File: src/rtl/lsu_pkg.sv
// Shared definitions for the load/store unit: RV32I width codes, FSM state
// encoding, exception cause codes, and a helper giving the access size.
package lsu_pkg;

  // RV32I load/store width codes (funct3)
  localparam logic [2:0] F3_B  = 3'b000;
  localparam logic [2:0] F3_H  = 3'b001;
  localparam logic [2:0] F3_W  = 3'b010;
  localparam logic [2:0] F3_BU = 3'b100;
  localparam logic [2:0] F3_HU = 3'b101;

  // Request FSM
  typedef enum logic [1:0] {
    ST_IDLE   = 2'd0,
    ST_ACCESS = 2'd1,
    ST_RESP   = 2'd2
  } lsu_state_t;

  // exc_cause encoding
  localparam logic [1:0] EXC_NONE     = 2'b00;
  localparam logic [1:0] EXC_MISALIGN = 2'b01;
  localparam logic [1:0] EXC_RANGE    = 2'b10;
  localparam logic [1:0] EXC_ILLEGAL  = 2'b11;

  // Bytes touched by an access; the low two funct3 bits carry the size,
  // the top bit only selects zero-extension.
  function automatic logic [2:0] access_bytes(input logic [2:0] f3);
    case (f3[1:0])
      2'b00:   access_bytes = 3'd1;
      2'b01:   access_bytes = 3'd2;
      default: access_bytes = 3'd4;
    endcase
  endfunction

endpackage

File: src/rtl/lsu_addr_check.sv
// Combinational legality check for one memory op.
// Ports:
//   i_ea       effective address
//   i_funct3   RV32I width code
//   i_is_store 1 = store, 0 = load
//   o_fault    op must not reach memory
//   o_cause    illegal funct3 (11) > misaligned (01) > out of range (10)
module lsu_addr_check
  import lsu_pkg::*;
#(
  parameter int MEM_BYTES = 1024
) (
  input  logic [31:0] i_ea,
  input  logic [2:0]  i_funct3,
  input  logic        i_is_store,
  output logic        o_fault,
  output logic [1:0]  o_cause
);

  logic        w_illegal;
  logic        w_misalign;
  logic        w_range;
  logic [32:0] w_last;

  always_comb begin
    if (i_is_store)
      w_illegal = !(i_funct3 inside {F3_B, F3_H, F3_W});
    else
      w_illegal = !(i_funct3 inside {F3_B, F3_H, F3_W, F3_BU, F3_HU});

    w_misalign = ((i_funct3[1:0] == 2'b01) && i_ea[0]) ||
                 ((i_funct3[1:0] == 2'b10) && (i_ea[1:0] != 2'b00));

    // 33-bit sum so an access near 2^32 cannot wrap back into range
    w_last  = {1'b0, i_ea} + {30'b0, access_bytes(i_funct3)} - 33'd1;
    w_range = (w_last >= 33'(MEM_BYTES));

    o_fault = w_illegal || w_misalign || w_range;
    if (w_illegal)       o_cause = EXC_ILLEGAL;
    else if (w_misalign) o_cause = EXC_MISALIGN;
    else if (w_range)    o_cause = EXC_RANGE;
    else                 o_cause = EXC_NONE;
  end

endmodule

File: src/rtl/load_store_unit.sv
// Single-outstanding load/store unit between EX and a combinational data
// memory. Legal ops spend one cycle in ACCESS driving the memory strobe;
// faulting ops skip memory and go straight to RESP with an exception.
// Ports:
//   clk, rst                 clock, synchronous active-high reset
//   req_*                    request from EX (valid/ready)
//   mem_*                    data-memory request; mem_rdata is already extended
//   resp_*                   writeback response (valid/ready)
//   exc_*                    exception info, valid only alongside resp_valid
//   o_dbg_state              current FSM state
// Handshakes: a transfer happens on a rising edge where valid and ready are
// both high; the producer holds valid and payload stable until then, and the
// unit holds every resp_*/exc_* output stable while resp_valid waits.
module load_store_unit
  import lsu_pkg::*;
#(
  parameter int MEM_BYTES = 1024
) (
  input  logic        clk,
  input  logic        rst,
  input  logic        req_valid,
  output logic        req_ready,
  input  logic        req_is_store,
  input  logic [2:0]  req_funct3,
  input  logic [31:0] req_base,
  input  logic [31:0] req_offset,
  input  logic [31:0] req_wdata,
  input  logic [4:0]  req_rd,
  output logic        mem_read,
  output logic        mem_write,
  output logic [31:0] mem_addr,
  output logic [31:0] mem_wdata,
  output logic [2:0]  mem_funct3,
  input  logic [31:0] mem_rdata,
  output logic        resp_valid,
  input  logic        resp_ready,
  output logic [31:0] resp_data,
  output logic [4:0]  resp_rd,
  output logic        resp_we,
  output logic        exc_valid,
  output logic [1:0]  exc_cause,
  output logic [31:0] exc_addr,
  output logic [1:0]  o_dbg_state
);

  lsu_state_t  r_state;
  logic [31:0] r_ea;
  logic [2:0]  r_funct3;
  logic        r_is_store;
  logic [31:0] r_wdata;
  logic [4:0]  r_rd;
  logic        r_fault;
  logic [1:0]  r_cause;
  logic [31:0] r_exc_addr;
  logic        r_resp_we;
  logic [31:0] r_resp_data;

  logic [31:0] w_ea;
  logic        w_fault;
  logic [1:0]  w_cause;
  logic        w_access;

  assign w_ea = req_base + req_offset;

  lsu_addr_check #(.MEM_BYTES(MEM_BYTES)) u_check (
    .i_ea       (w_ea),
    .i_funct3   (req_funct3),
    .i_is_store (req_is_store),
    .o_fault    (w_fault),
    .o_cause    (w_cause)
  );

  always_ff @(posedge clk) begin
    if (rst) begin
      r_state     <= ST_IDLE;
      r_ea        <= '0;
      r_funct3    <= '0;
      r_is_store  <= 1'b0;
      r_wdata     <= '0;
      r_rd        <= '0;
      r_fault     <= 1'b0;
      r_cause     <= EXC_NONE;
      r_exc_addr  <= '0;
      r_resp_we   <= 1'b0;
      r_resp_data <= '0;
    end else begin
      case (r_state)
        ST_IDLE: begin
          if (req_valid) begin
            r_ea        <= w_ea;
            r_funct3    <= req_funct3;
            r_is_store  <= req_is_store;
            r_wdata     <= req_wdata;
            r_rd        <= req_rd;
            r_resp_data <= '0;
            if (w_fault) begin
              r_fault    <= 1'b1;
              r_cause    <= w_cause;
              r_exc_addr <= w_ea;
              r_resp_we  <= 1'b0;
              r_state    <= ST_RESP;
            end else begin
              r_fault    <= 1'b0;
              r_cause    <= EXC_NONE;
              r_exc_addr <= '0;
              r_resp_we  <= !req_is_store && (req_rd != 5'd0);
              r_state    <= ST_ACCESS;
            end
          end
        end
        ST_ACCESS: begin
          r_resp_data <= r_is_store ? 32'd0 : mem_rdata;
          r_state     <= ST_RESP;
        end
        ST_RESP: begin
          if (resp_ready) r_state <= ST_IDLE;
        end
        default: r_state <= ST_IDLE;
      endcase
    end
  end

  // Strobes are gated by rst directly so a reset landing mid-ACCESS kills
  // the write in that same cycle rather than one edge later.
  assign w_access   = (r_state == ST_ACCESS);
  assign mem_read   = w_access && !r_is_store && !rst;
  assign mem_write  = w_access &&  r_is_store && !rst;
  assign mem_addr   = w_access ? r_ea     : 32'd0;
  assign mem_wdata  = w_access ? r_wdata  : 32'd0;
  assign mem_funct3 = w_access ? r_funct3 : 3'd0;

  assign req_ready   = (r_state == ST_IDLE);
  assign resp_valid  = (r_state == ST_RESP);
  assign resp_data   = r_resp_data;
  assign resp_rd     = r_rd;
  assign resp_we     = r_resp_we;
  assign exc_valid   = resp_valid && r_fault;
  assign exc_cause   = r_cause;
  assign exc_addr    = r_exc_addr;
  assign o_dbg_state = r_state;

endmodule

File: config.mk
export PLATFORM = sky130hd
export DESIGN_NAME = load_store_unit
export DESIGN_NICKNAME = d
export VERILOG_FILES = /design/src/rtl/lsu_pkg.sv /design/src/rtl/lsu_addr_check.sv /design/src/rtl/load_store_unit.sv
export SDC_FILE = /design/constraint.sdc
export NUM_CORES = 1
export LEC_CHECK = 0
export CAP_MARGIN = 20
export CORE_ASPECT_RATIO = 0.7
export CORE_MARGIN = 2
export CORE_UTILIZATION = 48
export CTS_CLUSTER_SIZE = 12
export DETAILED_ROUTE_END_ITERATION = 6
export PLACE_DENSITY = 0.91
export SLEW_MARGIN = 20
export SYNTH_ARGS = -nofsm -noshare
export SYNTH_HDL_FRONTEND = slang
export SYNTH_SLANG_ARGS = --single-unit
File: constraint.sdc
create_clock -name clk -period 7.7 [get_ports clk]
set_input_delay 1.155 -clock clk [delete_from_list [all_inputs] [get_ports clk]]
set_output_delay 1.155 -clock clk [all_outputs]
set_load 0.005 [all_outputs]
==> impl_metrics.json, run 1 <==
{
  "grt_overflow_total": 0,
  "rows": 42,
  "worstSetupStartpointType": "primary input",
  "final_nets": 1756,
  "rrSetupSlack_ns": 5.45,
  "synth-seq-cells": 143,
  "cp_slowest_cell": "or4_4",
  "synth-async-reset-ratio_pct": 0,
  "portBuffers": 286,
  "ys_top_cells_by_area": "dfxtp_1, nand2_1, a21oi_1",
  "fp.dieH_um": 122,
  "leakage_nw": 5.45,
  "synth.net_count": 1445,
  "grt_use_total_pct": 30.4,
  "clock_latency_ns": 0.42,
  "ys_seq_area_share_pct": 30.2,
  "place.gp.congestion": 0.969,
  "setup_viol": 0,
  "arrival_ns": 7.66,
  "cts_hold_buf": 0,
  "max_stage_delay_ns": 0.57,
  "ir_drop_v": 0.000144,
  "cp_max_fo": 10,
  "grt_max_degree": 84,
  "area_growth_pct": 43.8,
  "htree_num_levels": 4,
  "antenna_left": 0,
  "hpwlAfterDp_um": 24700,
  "io_pins": 287,
  "fin_crit_ns": 7.36,
  "die_area_mm2": 0.0209,
  "drc": 1,
  "crit_required_ns": 8.00,
  "worstMarginPinSlew_ns": 0.916,
  "finalHoldViolations": 0,
  "outcome": "finished, violations left",
  "vias": 10600,
  "clkSinkCount": 143,
  "cts_made_buffers": 17,
  "syn-cell-area_mm2": 0.00948,
  "report.power.total_mw": 3.11,
  "path_class": "primary input to register",
  "synth_warnings": 0,
  "layout_commonest_cell": "clkdlybuf4s50_1",
  "yosysUniqueCellTypes": 86,
  "dr.pass1.iters": 7,
  "synth-edff-count": 0,
  "maxSlewViolCount": 0,
  "hold_start": "r_ea[18]",
  "num_antenna_cells": 0,
  "holdWs_ns": 0.450,
  "dieWidth_um": 172,
  "syn_avg_cell_area_um2": 7.61,
  "core_area_mm2": 0.0191,
  "timing.final.crit_share_pct": 95.5,
  "cp-end-kind": "register",
  "layout_common_cells": "clkdlybuf4s50_1, nand2_1, a21oi_1, dfxtp_1, nor2_1",
  "crit_path_frequent_cell": "buf_4",
  "antenna_found_initial": 0,
  "min_to": "r_ea[18]",
  "synthFlopType": "dfxtp_1",
  "hold_path.class": "register to register",
  "wl_um": 32400,
  "drt-initial-drc-count": 864,
  "vias_per_cell": 5.77,
  "synth_top_area_share_pct": 30.2,
  "yosys.area.top_type": "dfxtp_1",
  "cts-root-buf": "clkbuf_16",
  "violations": "design-rule violations",
  "cts_tree": "done",
  "slew_headroom_pct": 38.7,
  "r2r-end": "r_wdata[5]",
  "drv_cap": 0,
  "fmax_mhz": 136,
  "min_path_cells": 2,
  "r2r_cells": 5,
  "drive_gt1_share_pct": 9.75,
  "clockBufferDepth": 2,
  "wl_per_cell_um": 17.7,
  "r2r-start": "o_dbg_state[1]",
  "power.density_mw_per_mm2": 228,
  "finClkSkew_ns": 0.0122,
  "fin_tns_setup_ns": 0,
  "start_util_pct": 49.5,
  "grt_pass1_wl_um": 50700,
  "clk_pin_slew_ns": 0.06,
  "grt_pass1_vias": 10100,
  "syn_inst": 1246
}
## metrics by stage
step / area (um2) / utilization [%] / setup WS (ns) / instances
2_1_floorplan: 9480 / - / 0.601 / 1246
3_3_place_gp: 12900 / 67.7 / -0.245 / 1800
3_5_place_dp: 13000 / 67.8 / -0.439 / 1801
4_1_cts: 13600 / 71.1 / 0.0316 / 1833
5_1_grt: 13600 / 71.2 / -0.00976 / 1834
6_report: 13600 / 71.2 / 0.343 / 1834
## area by class of cell
class	count	area [um2]
Clock inverter	15	189
Tap cell	264	330
Timing Repair Buffer	360	3450
Fill cell	1498	5500
Inverter	48	180
Clock buffer	17	425
Sequential cell	143	2860
Multi-Input combinational cell	987	6190
## cells in the mapped netlist, drive strengths merged (7+ instances only)
cell    number
o21a        14
o22ai        8
a211oi      11
xnor2       25
a21o        19
o211ai      17
o31ai        8
nand2      220
a21oi      152
buf          9
nand3       14
dfxtp      143
clkbuf      59
a31oi       11
o21ai       44
xor2        10
o21bai       7
nor4         9
and2        78
nand2b      10
mux2i        8
a311oi       8
nor3        17
inv         48
nor2        90
a22o        32
nand4        8
or2          7
and3        10
ha          56
or3         11
## timing repair
| item | in CTS | in global routing |
|---|---|---|
| endpoints found under the hold margin | 0 | 0 |
| setup buffers | 0 | 1 |
| endpoints found under the setup margin | 31 | 37 |
| pin swaps | 0 | 1 |
| gates resized for setup | 1 | 7 |
## registers in the layout, summed over array words and instances (netlist names)
register and cells:
resp_we 1, r_is_store 1, o_dbg_state 2, resp_data 32, r_funct3 3, exc_addr 32, r_wdata 32, r_ea 32
r_fault 1, resp_rd 5, exc_cause 2
## per-layer routing
metal | routed length (um) | up-vias | track usage (%) | part of all wire (%)
met5 | 0 | - | 0 | 0
met4 | 862 | 0 | 10.8 | 2.7
met3 | 3000 | 69 | 6.60 | 9.2
met2 | 14700 | 529 | 49.2 | 45
met1 | 13800 | 4923 | 40.1 | 43
li1 | - | 5057 | - | -
## kinds of logic after synthesis
group | synth area share [%]
flip-flops | 30.2
adder cells (fa/ha/maj) | 7.82
AO/OA/AOI/OAI | 27.4
buffers and inverters | 5.00
multiplexers | 1.20
XOR/XNOR | 3.55
AND/OR/NAND/NOR | 24.9
## power breakdown
group / internal (mW) / total, mW / switching (mW) / leakage, nW
clock: 0.469 / 0.854 / 0.385 / 0.297
sequential: 0.802 / 0.837 / 0.0347 / 1.18
combinational: 0.625 / 1.42 / 0.798 / 3.98
## worst max-delay path by stage
| stage | depth (start not counted) | endpoint | startpoint |
|---|---|---|---|
| finish | 31 | exc_addr[25] | req_base[0] |
| global route | 31 | exc_addr[25] | req_base[0] |
| CTS | 30 | exc_addr[21] | req_base[0] |
| detailed placement | 30 | exc_addr[21] | req_base[0] |
| global placement | 30 | exc_addr[0] | req_base[0] |
| floorplan | 28 | exc_addr[10] | req_base[0] |
## worst max-delay path, delay by kind of cell
kind                       cells  cell delay, ns
adders and majority gates      3            0.94
AOI/OAI and AO/OA             15            2.86
xor gates and xnor gates       1            0.17
buffers and inverters          5            1.02
and+or+nand+nor                6            1.37
muxes                          1            0.14
No activity file was read; power rests on OpenSTA's default activity.
==> inputs of run 2 (changes only) <==
- CORE_UTILIZATION: 48 -> 49
- CTS_BUF_LIST: not set -> sky130_fd_sc_hd__clkbuf_2 sky130_fd_sc_hd__clkbuf_4 sky130_fd_sc_hd__clkbuf_8
- PLACE_DENSITY: 0.91 -> 0.92
==> run 2 against run 1 <==
The flow now finishes without violations. Critical path depth grew 1. Via count shrank 0.20%. Non-clock buffer count grew 14. Setup slack lost 0.057 ns. Sequential power is essentially flat. Sequential share of layout area grew 0.13 points. Cell area shrank 0.63%. Combinational power is essentially flat.
==> impl_metrics.json, run 2 (synthesis results as in run 1) <==
{
  "outcome": "finished clean",
  "wl_um": 32300,
  "cts_made_buffers": 17,
  "slew_headroom_pct": 41.9,
  "rsz0062_at_grt": "false",
  "io_pins": 287,
  "core_area_mm2": 0.0189,
  "place.gp.congestion": 0.882,
  "fp.dieH_um": 120,
  "final_nets": 1770,
  "grt_pass1_wl_um": 50600,
  "clkSinkCount": 143,
  "rrSetupSlack_ns": 5.47,
  "vias": 10600,
  "post_dp_cell_area_mm2": 0.0131,
  "post-cts-setup-buffers": 0,
  "area_growth_pct": 42.9,
  "regArea_mm2": 0.00286,
  "dieWidth_um": 170,
  "htree_num_levels": 4,
  "vias_per_cell": 5.78,
  "grt_overflow_total": 0,
  "start_util_pct": 50.1,
  "fin_tns_setup_ns": 0,
  "setup_viol": 0,
  "fillers": 1468,
  "ir_drop_v": 0.000125,
  "layout_common_cells": "clkdlybuf4s50_1, nand2_1, a21oi_1, dfxtp_1, nor2_1",
  "r2r-end": "exc_addr[7]",
  "worstMarginPinSlew_ns": 0.872,
  "num_antenna_cells": 0,
  "leakage_nw": 5.45,
  "cp_slowest_cell": "or4_4",
  "stdcell_area_mm2": 0.0135,
  "multiInputGateArea_mm2": 0.00620,
  "worstSetupStartpointType": "primary input",
  "antenna_found_initial": 0,
  "rows": 42,
  "power.density_mw_per_mm2": 219,
  "dr.pass1.iters": 7,
  "antenna_left": 0,
  "wl_per_cell_um": 17.7,
  "final_util_pct": 71.6,
  "grt_use_total_pct": 30.8,
  "finalHoldViolations": 0,
  "drv_cap": 0,
  "drc": 0,
  "drive_gt1_share_pct": 10.6,
  "layout_commonest_cell": "clkdlybuf4s50_1",
  "die_area_mm2": 0.0205,
  "crit_required_ns": 8.05,
  "cts-root-buf": "clkbuf_8",
  "startpoint": "req_base[0]",
  "fmax_mhz": 135,
  "cp_max_fo": 31,
  "drt-initial-drc-count": 953,
  "hold_path.class": "register to register",
  "path_class": "primary input to register",
  "crit_path_frequent_cell": "buf_4",
  "grt_max_degree": 83,
  "crit_path_end": "exc_addr[7]",
  "cp-end-kind": "register",
  "cts_tree": "done",
  "portBuffers": 286,
  "r2r-start": "o_dbg_state[1]",
  "clock_latency_ns": 0.46,
  "fin_crit_ns": 7.41,
  "r2r_cells": 6,
  "arrival_ns": 7.77,
  "clockBufferDepth": 2,
  "timing.final.crit_share_pct": 96.3,
  "max_stage_delay_ns": 0.56,
  "hpwlAfterDp_um": 24600,
  "maxSlewViolCount": 0,
  "finClkSkew_ns": 0.0167,
  "clk_pin_slew_ns": 0.09,
  "grt_pass1_vias": 9895
}
==> run 2: changes by cell type in the layout (fill, tap and decap cells not counted), moves of 2 or more <==
cell | previous run | this run
buf_4 | 72 | 86
bufinv_16 | 1 | 3
clkbuf_16 | 17 | 0
clkbuf_8 | 0 | 17
clkinv_8 | 4 | 1
inv_8 | 3 | 5
==> run 2: critical path, delay by kind of cell <==
family	cells	cell delay, ns
xor+xnor	1	0.16
simple gates	6	1.45
buf+inv	6	1.15
fa+ha+maj	3	0.98
mux	1	0.15
compound gates	15	2.71
==> run 2: cell type report <==
type | count | area share [%]
multi-input combinational | 987 | 45.8
timing repair buffer | 374 | 26.2
sequential | 143 | 21.1
tap | 242 | 2.24
clock buffer | 17 | 1.73
clock inverter | 15 | 1.56
inverter | 48 | 1.33
==> run 2: how the worst min path moves through the flow <==
stage / cells past startpoint / endpoint / start / slack [ns]
floorplan: 2 / r_ea[0] / r_ea[0] / 0.43
global placement: 2 / r_wdata[22] / r_wdata[22] / 0.44
detailed placement: 1 / resp_we / resp_we / 0.44
CTS: 2 / r_wdata[25] / r_wdata[25] / 0.46
global route: 2 / r_ea[14] / r_ea[14] / 0.47
finish: 2 / r_ea[18] / r_ea[18] / 0.45
==> run 2: metrics by stage <==
step | setup WS [ns] | hold WS (ns) | std cells | power (mW)
floorplan | 0.601 | 0.432 | 1246 | 1.71
global placement | -0.360 | 0.437 | 1793 | 2.22
detailed placement | -0.555 | 0.441 | 1794 | 2.25
CTS | 0.0438 | 0.455 | 1826 | 2.94
global route | 0.0266 | 0.470 | 1826 | 3.14
finish | 0.286 | 0.453 | 1826 | 2.97
==> run 2: routing by layer <==
layer | vias to the layer above | GRT usage [%] | part of all wire, %
li1 | 5087 | - | -
met1 | 4901 | 41.7 | 44
met2 | 504 | 49.8 | 45
met3 | 65 | 6.78 | 8.6
met4 | 0 | 8.12 | 2.1
met5 | - | 0 | 0
==> run 2: what timing repair did <==
action	4_1_cts	5_1_grt
gates resized for setup	3	6
hold buffers	0	0
pin swaps	0	2
cloned	0	0
setup endpoints to repair	31	37
==> run 2: report_power, final <==
part / leakage (nW) / switching [mW] / internal (mW)
combinational: 4.05 / 0.801 / 0.644
clock: 0.228 / 0.349 / 0.339
sequential: 1.18 / 0.0355 / 0.801
